File: config.mk
export PLATFORM = sky130hd
export DESIGN_NAME = dsp_mac_pipe
export DESIGN_NICKNAME = d
export VERILOG_FILES = /design/src/rtl/dsp_mac_pipe.sv
export SDC_FILE = /design/constraint.sdc
export NUM_CORES = 2
export LEC_CHECK = 0
export ABC_AREA = 1
export CAP_MARGIN = 15
export CORE_ASPECT_RATIO = 1.5
export CORE_MARGIN = 3
export CORE_UTILIZATION = 65
export DETAILED_ROUTE_END_ITERATION = 10
export PLACE_DENSITY = 0.88
export SYNTH_ARGS = -nofsm -noshare
export SYNTH_HDL_FRONTEND = slang
export SYNTH_SLANG_ARGS = --single-unit
File: constraint.sdc
create_clock -name CLK -period 13 [get_ports CLK]
set_input_delay 2.6 -clock CLK [delete_from_list [all_inputs] [get_ports CLK]]
set_output_delay 2.6 -clock CLK [all_outputs]
set_load 0.005 [all_outputs]
File: src/rtl/dsp_mac_pipe.sv
// Three-stage multiply-accumulate slice: pre-adder/multiplier, post-adder with
// per-sample OPMODE, valid/ready flow control with a global stall, and optional saturation.
module dsp_mac_pipe #(
    parameter int A_WIDTH  = 18,
    parameter int B_WIDTH  = 18,
    parameter int P_WIDTH  = 48,
    parameter int SATURATE = 0
) (
    input  logic                       CLK,
    input  logic                       RST_N,
    input  logic [A_WIDTH-1:0]         A,
    input  logic [B_WIDTH-1:0]         B,
    input  logic [B_WIDTH-1:0]         D,
    input  logic [P_WIDTH-1:0]         C,
    input  logic [P_WIDTH-1:0]         PCIN,
    input  logic                       CARRYIN,
    input  logic [7:0]                 OPMODE,
    input  logic                       IN_VALID,
    output logic                       IN_READY,
    output logic                       OUT_VALID,
    input  logic                       OUT_READY,
    output logic [A_WIDTH+B_WIDTH-1:0] M,
    output logic [P_WIDTH-1:0]         P,
    output logic [P_WIDTH-1:0]         PCOUT,
    output logic                       CARRYOUT,
    output logic                       OVF
);
    localparam int M_WIDTH = A_WIDTH + B_WIDTH;

    logic adv;
    logic out_valid_reg;

    logic signed [A_WIDTH-1:0] a1_reg;
    logic signed [B_WIDTH-1:0] b1_reg;
    logic signed [B_WIDTH-1:0] d1_reg;
    logic [P_WIDTH-1:0]        c1_reg;
    logic                      cin1_reg;
    logic [7:0]                op1_reg;
    logic                      v1_reg;

    logic signed [B_WIDTH-1:0] pa;
    logic signed [B_WIDTH-1:0] mb;
    logic signed [M_WIDTH-1:0] prod;

    logic signed [M_WIDTH-1:0] m2_reg;
    logic signed [A_WIDTH-1:0] a2_reg;
    logic [P_WIDTH-1:0]        c2_reg;
    logic                      cin2_reg;
    logic [4:0]                op2_reg;
    logic                      v2_reg;

    logic [P_WIDTH-1:0]        x_p;
    logic [P_WIDTH-1:0]        z_p;
    logic [P_WIDTH:0]          r_u;
    logic [P_WIDTH+1:0]        r_s;
    logic [P_WIDTH+1:0]        x_s;
    logic [P_WIDTH+1:0]        z_s;
    logic [P_WIDTH+1:0]        cin_s;
    logic                      ovf_next;
    logic [P_WIDTH-1:0]        p_next;

    logic [P_WIDTH-1:0]        p_reg;
    logic [M_WIDTH-1:0]        m_reg;
    logic                      carry_reg;
    logic                      ovf_reg;
    logic                      unused_bits;

    // A full output register that is not being taken freezes the whole pipe.
    assign adv      = !out_valid_reg || OUT_READY;
    assign IN_READY = adv;

    always_ff @(posedge CLK) begin
        if (!RST_N) begin
            a1_reg   <= '0;
            b1_reg   <= '0;
            d1_reg   <= '0;
            c1_reg   <= '0;
            cin1_reg <= 1'b0;
            op1_reg  <= '0;
            v1_reg   <= 1'b0;
        end else if (adv) begin
            a1_reg   <= A;
            b1_reg   <= B;
            d1_reg   <= D;
            c1_reg   <= C;
            cin1_reg <= CARRYIN;
            op1_reg  <= OPMODE;
            v1_reg   <= IN_VALID;
        end
    end

    always_comb begin
        pa   = op1_reg[6] ? d1_reg - b1_reg : d1_reg + b1_reg;
        mb   = op1_reg[4] ? pa : b1_reg;
        prod = $signed({{B_WIDTH{a1_reg[A_WIDTH-1]}}, a1_reg})
             * $signed({{A_WIDTH{mb[B_WIDTH-1]}}, mb});
    end

    always_ff @(posedge CLK) begin
        if (!RST_N) begin
            m2_reg   <= '0;
            a2_reg   <= '0;
            c2_reg   <= '0;
            cin2_reg <= 1'b0;
            op2_reg  <= '0;
            v2_reg   <= 1'b0;
        end else if (adv) begin
            m2_reg   <= prod;
            a2_reg   <= a1_reg;
            c2_reg   <= c1_reg;
            cin2_reg <= cin1_reg;
            op2_reg  <= {op1_reg[7], op1_reg[3:0]};
            v2_reg   <= v1_reg;
        end
    end

    // r_u gives the unsigned carry/borrow; r_s keeps two guard bits for overflow and true sign.
    always_comb begin
        case (op2_reg[1:0])
            2'd0:    x_p = '0;
            2'd1:    x_p = {{(P_WIDTH-M_WIDTH){m2_reg[M_WIDTH-1]}}, m2_reg};
            2'd2:    x_p = {{(P_WIDTH-A_WIDTH){a2_reg[A_WIDTH-1]}}, a2_reg};
            default: x_p = p_reg;
        endcase
        case (op2_reg[3:2])
            2'd0:    z_p = '0;
            2'd1:    z_p = PCIN;
            2'd2:    z_p = p_reg;
            default: z_p = c2_reg;
        endcase
        x_s   = {{2{x_p[P_WIDTH-1]}}, x_p};
        z_s   = {{2{z_p[P_WIDTH-1]}}, z_p};
        cin_s = {{(P_WIDTH+1){1'b0}}, cin2_reg};
        if (op2_reg[4]) begin
            r_u = {1'b0, z_p} - ({1'b0, x_p} + {{P_WIDTH{1'b0}}, cin2_reg});
            r_s = z_s - (x_s + cin_s);
        end else begin
            r_u = {1'b0, z_p} + {1'b0, x_p} + {{P_WIDTH{1'b0}}, cin2_reg};
            r_s = z_s + x_s + cin_s;
        end
        ovf_next = !((r_s[P_WIDTH+1] == r_s[P_WIDTH]) && (r_s[P_WIDTH] == r_s[P_WIDTH-1]));
        p_next   = r_s[P_WIDTH-1:0];
        if ((SATURATE != 0) && ovf_next) begin
            p_next = r_s[P_WIDTH+1] ? {1'b1, {(P_WIDTH-1){1'b0}}} : {1'b0, {(P_WIDTH-1){1'b1}}};
        end
    end

    // Only valid samples touch P, so bubbles never disturb an accumulation.
    always_ff @(posedge CLK) begin
        if (!RST_N) begin
            out_valid_reg <= 1'b0;
            p_reg         <= '0;
            m_reg         <= '0;
            carry_reg     <= 1'b0;
            ovf_reg       <= 1'b0;
        end else if (adv) begin
            out_valid_reg <= v2_reg;
            if (v2_reg) begin
                p_reg     <= p_next;
                m_reg     <= m2_reg;
                carry_reg <= r_u[P_WIDTH];
                ovf_reg   <= ovf_next;
            end
        end
    end

    assign unused_bits = ^{op1_reg[5], r_u[P_WIDTH-1:0]};

    assign OUT_VALID = out_valid_reg;
    assign M         = m_reg;
    assign P         = p_reg;
    assign PCOUT     = p_reg;
    assign CARRYOUT  = carry_reg;
    assign OVF       = ovf_reg;

endmodule

==> summary.txt <==
status -> finished, final reports clean
first-pass GRT wire length -> 209.8 mm
RD Place Congestion -> 1.063
CTS resizes -> 0
Final nets -> 5822
synthesized net count -> 5692
max_slew headroom -> 0.1438
pwr dens -> 222.4 nW/um^2
HP Class -> reg2reg
crit share post-route -> 0.8017
Die Wd -> 193.4 um
Num CTS Buffers -> 34
WL/cell -> 24.57 um
Finished Layout Cells -> 5790
Post-synth ARST share -> 0
Crit path arrival time -> 10940 ps
Max Clk Rate -> 0.09594 GHz
Netlist cell types -> 53
vias -> 36120
fin crit period -> 10420 ps
dpl hpwl -> 109.9 mm
Worst path most repeated cell -> inv_1
Register-to-Register Path Depth -> 39
ys flop type -> dfxtp_1
Critical R2R Launch -> b1_reg[0]$_SDFFE_PN0N_
Top Family by Delay on Critical Path -> adder cells
worst hold start -> m2_reg[0]$_SDFFE_PN0N_
Die ar. -> 55500 um^2
Req. time, crit path -> 13510 ps
most common cell after layout, fill and taps aside -> inv_1
Ys Warns -> 0
CP endpoint kind -> flop
drt pass-1 iters -> 9
Hold Fails Final Rpt -> 0
antenna violations before repair -> 16
Seq cells post-synth -> 307
number of synthesized flops with an enable pin -> 0
RSZ-0062 raised after global routing -> no
CTS H-tree depth -> 2
Slowest-stage cell, CP -> o21ai_0
MaxCap Viol Count -> 0
initial drt markers -> 4314
DRC -> 0
count of final setup violators -> 0
register area share after synthesis -> 0.1796
post-CTS setup buffers -> 0
io pins -> 299
TNS Setup -> 0 ps
clk sink count -> 307
Via-to-Cell Ratio -> 6.238
Syn Std Cell Area -> 34220 um^2
CP bufs+invs -> 7
clock latency on the worst-skew pair -> 580 ps
Critical Path Max Stage Delay -> 760 ps
critical path depth -> 39
share of cells above drive strength 1 -> 0.03197
CTS tree -> done
largest net degree at the start of global routing -> 173
Syn Inst Count -> 4943
Layout area overhead -> 12.28%
Slew @ Worst Pin -> 1271 ps
startpoint types -> flop
Crit Path Class -> reg2reg
Worst Hold Path Cells -> 2
DP Cell Count -> 5711
I/O Buffers -> 297
Longest Clk Path Bufs -> 3
row count -> 102
total global routing overflow -> 0
initial core utilization -> 0.6605
CP Launch Point -> b1_reg[0]$_SDFFE_PN0N_
worst-path fanout max -> 16
final wirelength -> 142.2 mm
clk slew on worst S/H paths -> 70 ps
Slew Viols, Final -> 0
core box area -> 51810 um^2
VDD IR max -> 0.4062 mV
most frequent cells in the layout -> inv_1 (875), nand2_1 (790), nor2_1 (681)
Chip Height -> 287.0 um
Fin Clk Skew -> 22.09 ps
Mapped Avg Cell Area -> 6.924 um^2
vias in the first global route -> 35920
GRT Overall Usage -> 0.4993
cell leakage power -> 19.36 nW
post-route ant nets -> 0
CTS Hold Bufs -> 0
clk root buf -> clkbuf_16
where the power goes:
part / switching, mW / internal, mW
logic: 4.22 / 2.09
clock network: 0.456 / 0.569
registers: 0.146 / 1.06
total: 4.82 / 3.72
Yosys cell counts, types with 3 or more instances:
cell | number | area, um^2
nor4_1 | 9 | 56.30
a21oi_2 | 23 | 201.4
or2_2 | 8 | 50.05
ha_1 | 251 | 3141
a221oi_1 | 10 | 87.58
inv_1 | 876 | 3288
o21ai_0 | 410 | 2052
xor2_1 | 51 | 446.7
o21a_1 | 20 | 150.1
a211oi_1 | 4 | 30.03
o21bai_1 | 42 | 315.3
and2_1 | 6 | 37.54
a31oi_1 | 20 | 125.1
nand2_1 | 791 | 2969
buf_4 | 48 | 360.4
o22ai_1 | 8 | 50.05
clkinv_1 | 6 | 22.52
fa_1 | 335 | 6706
and3_1 | 4 | 25.02
buf_2 | 11 | 55.05
a21o_1 | 21 | 157.7
nand2_2 | 9 | 56.30
nand3_1 | 232 | 1161
dfxtp_1 | 307 | 6146
o221ai_1 | 5 | 43.79
buf_1 | 20 | 75.07
nand3b_1 | 10 | 75.07
o21ai_1 | 12 | 60.06
nor3_2 | 4 | 40.04
a21boi_0 | 4 | 30.03
o31ai_1 | 5 | 37.54
o21ai_2 | 4 | 35.03
inv_2 | 6 | 22.52
nor3_1 | 37 | 185.2
xnor2_1 | 23 | 201.4
o211ai_1 | 33 | 247.7
a21oi_1 | 391 | 1957
nand3_2 | 3 | 30.03
nand4_1 | 21 | 131.4
nor2_1 | 683 | 2564
o2bb2ai_1 | 6 | 52.55
clkbuf_1 | 158 | 593.1
worst min-delay path, cell delays in order, from the launching register on:
cell and delay, ps:
dfxtp_1 310, nand2_1 60, a21oi_1 60
layer usage:
layer  GRT usage  share of wire  wire (um)
met2      0.8150           0.46      64980
met1      0.4807           0.30      42130
met5           0        0.00034         48
met4      0.5515           0.14      20400
met3      0.1421           0.10      14670
layout make-up:
| type | count | area (um^2) |
|---|---|---|
| Clock buffer | 44 | 949.7 |
| Timing Repair Buffer | 333 | 3254 |
| Fill cell | 4065 | 13390 |
| Sequential cell | 307 | 6150 |
| Antenna cell | 16 | 40.04 |
| Inverter | 888 | 3338 |
| Multi-Input combinational cell | 3509 | 23660 |
| Clock inverter | 17 | 193.9 |
| Tap cell | 676 | 845.8 |
metrics by stage:
| stage | hold slack (ps) | total power [mW] | worst slack [ps] | utilization | cell area (um^2) |
|---|---|---|---|---|---|
| after floorplan | 429.0 | 5.180 | 4849 | - | 34220 |
| after global placement | 443.8 | 7.061 | 3329 | 0.7186 | 37230 |
| after detailed placement | 463.1 | 7.206 | 3005 | 0.7186 | 37230 |
| after CTS | 474.0 | 8.258 | 2987 | 0.7406 | 38380 |
| after global routing | 491.1 | 9.108 | 2146 | 0.7414 | 38420 |
| final | 475.0 | 8.546 | 2577 | 0.7416 | 38430 |
worst paths after layout:
kind	endpoint	slack, ps
worst min-delay path	m2_reg[0]$_SDFFE_PN0N_	480
worst min register to register	m2_reg[0]$_SDFFE_PN0N_	480
worst max-delay path	m2_reg[31]$_SDFFE_PN0N_	2580
worst max register to register	m2_reg[31]$_SDFFE_PN0N_	2580
kinds of logic after synthesis:
logic type | after synthesis | share of synthesized area
compound gates | 1028 | 0.1673
xor+xnor | 74 | 0.01894
fa+ha+maj | 586 | 0.2877
buf+inv | 1127 | 0.1297
flops | 307 | 0.1796
simple gates | 1821 | 0.2167
Note: power is estimated with default switching activity, not from simulation.
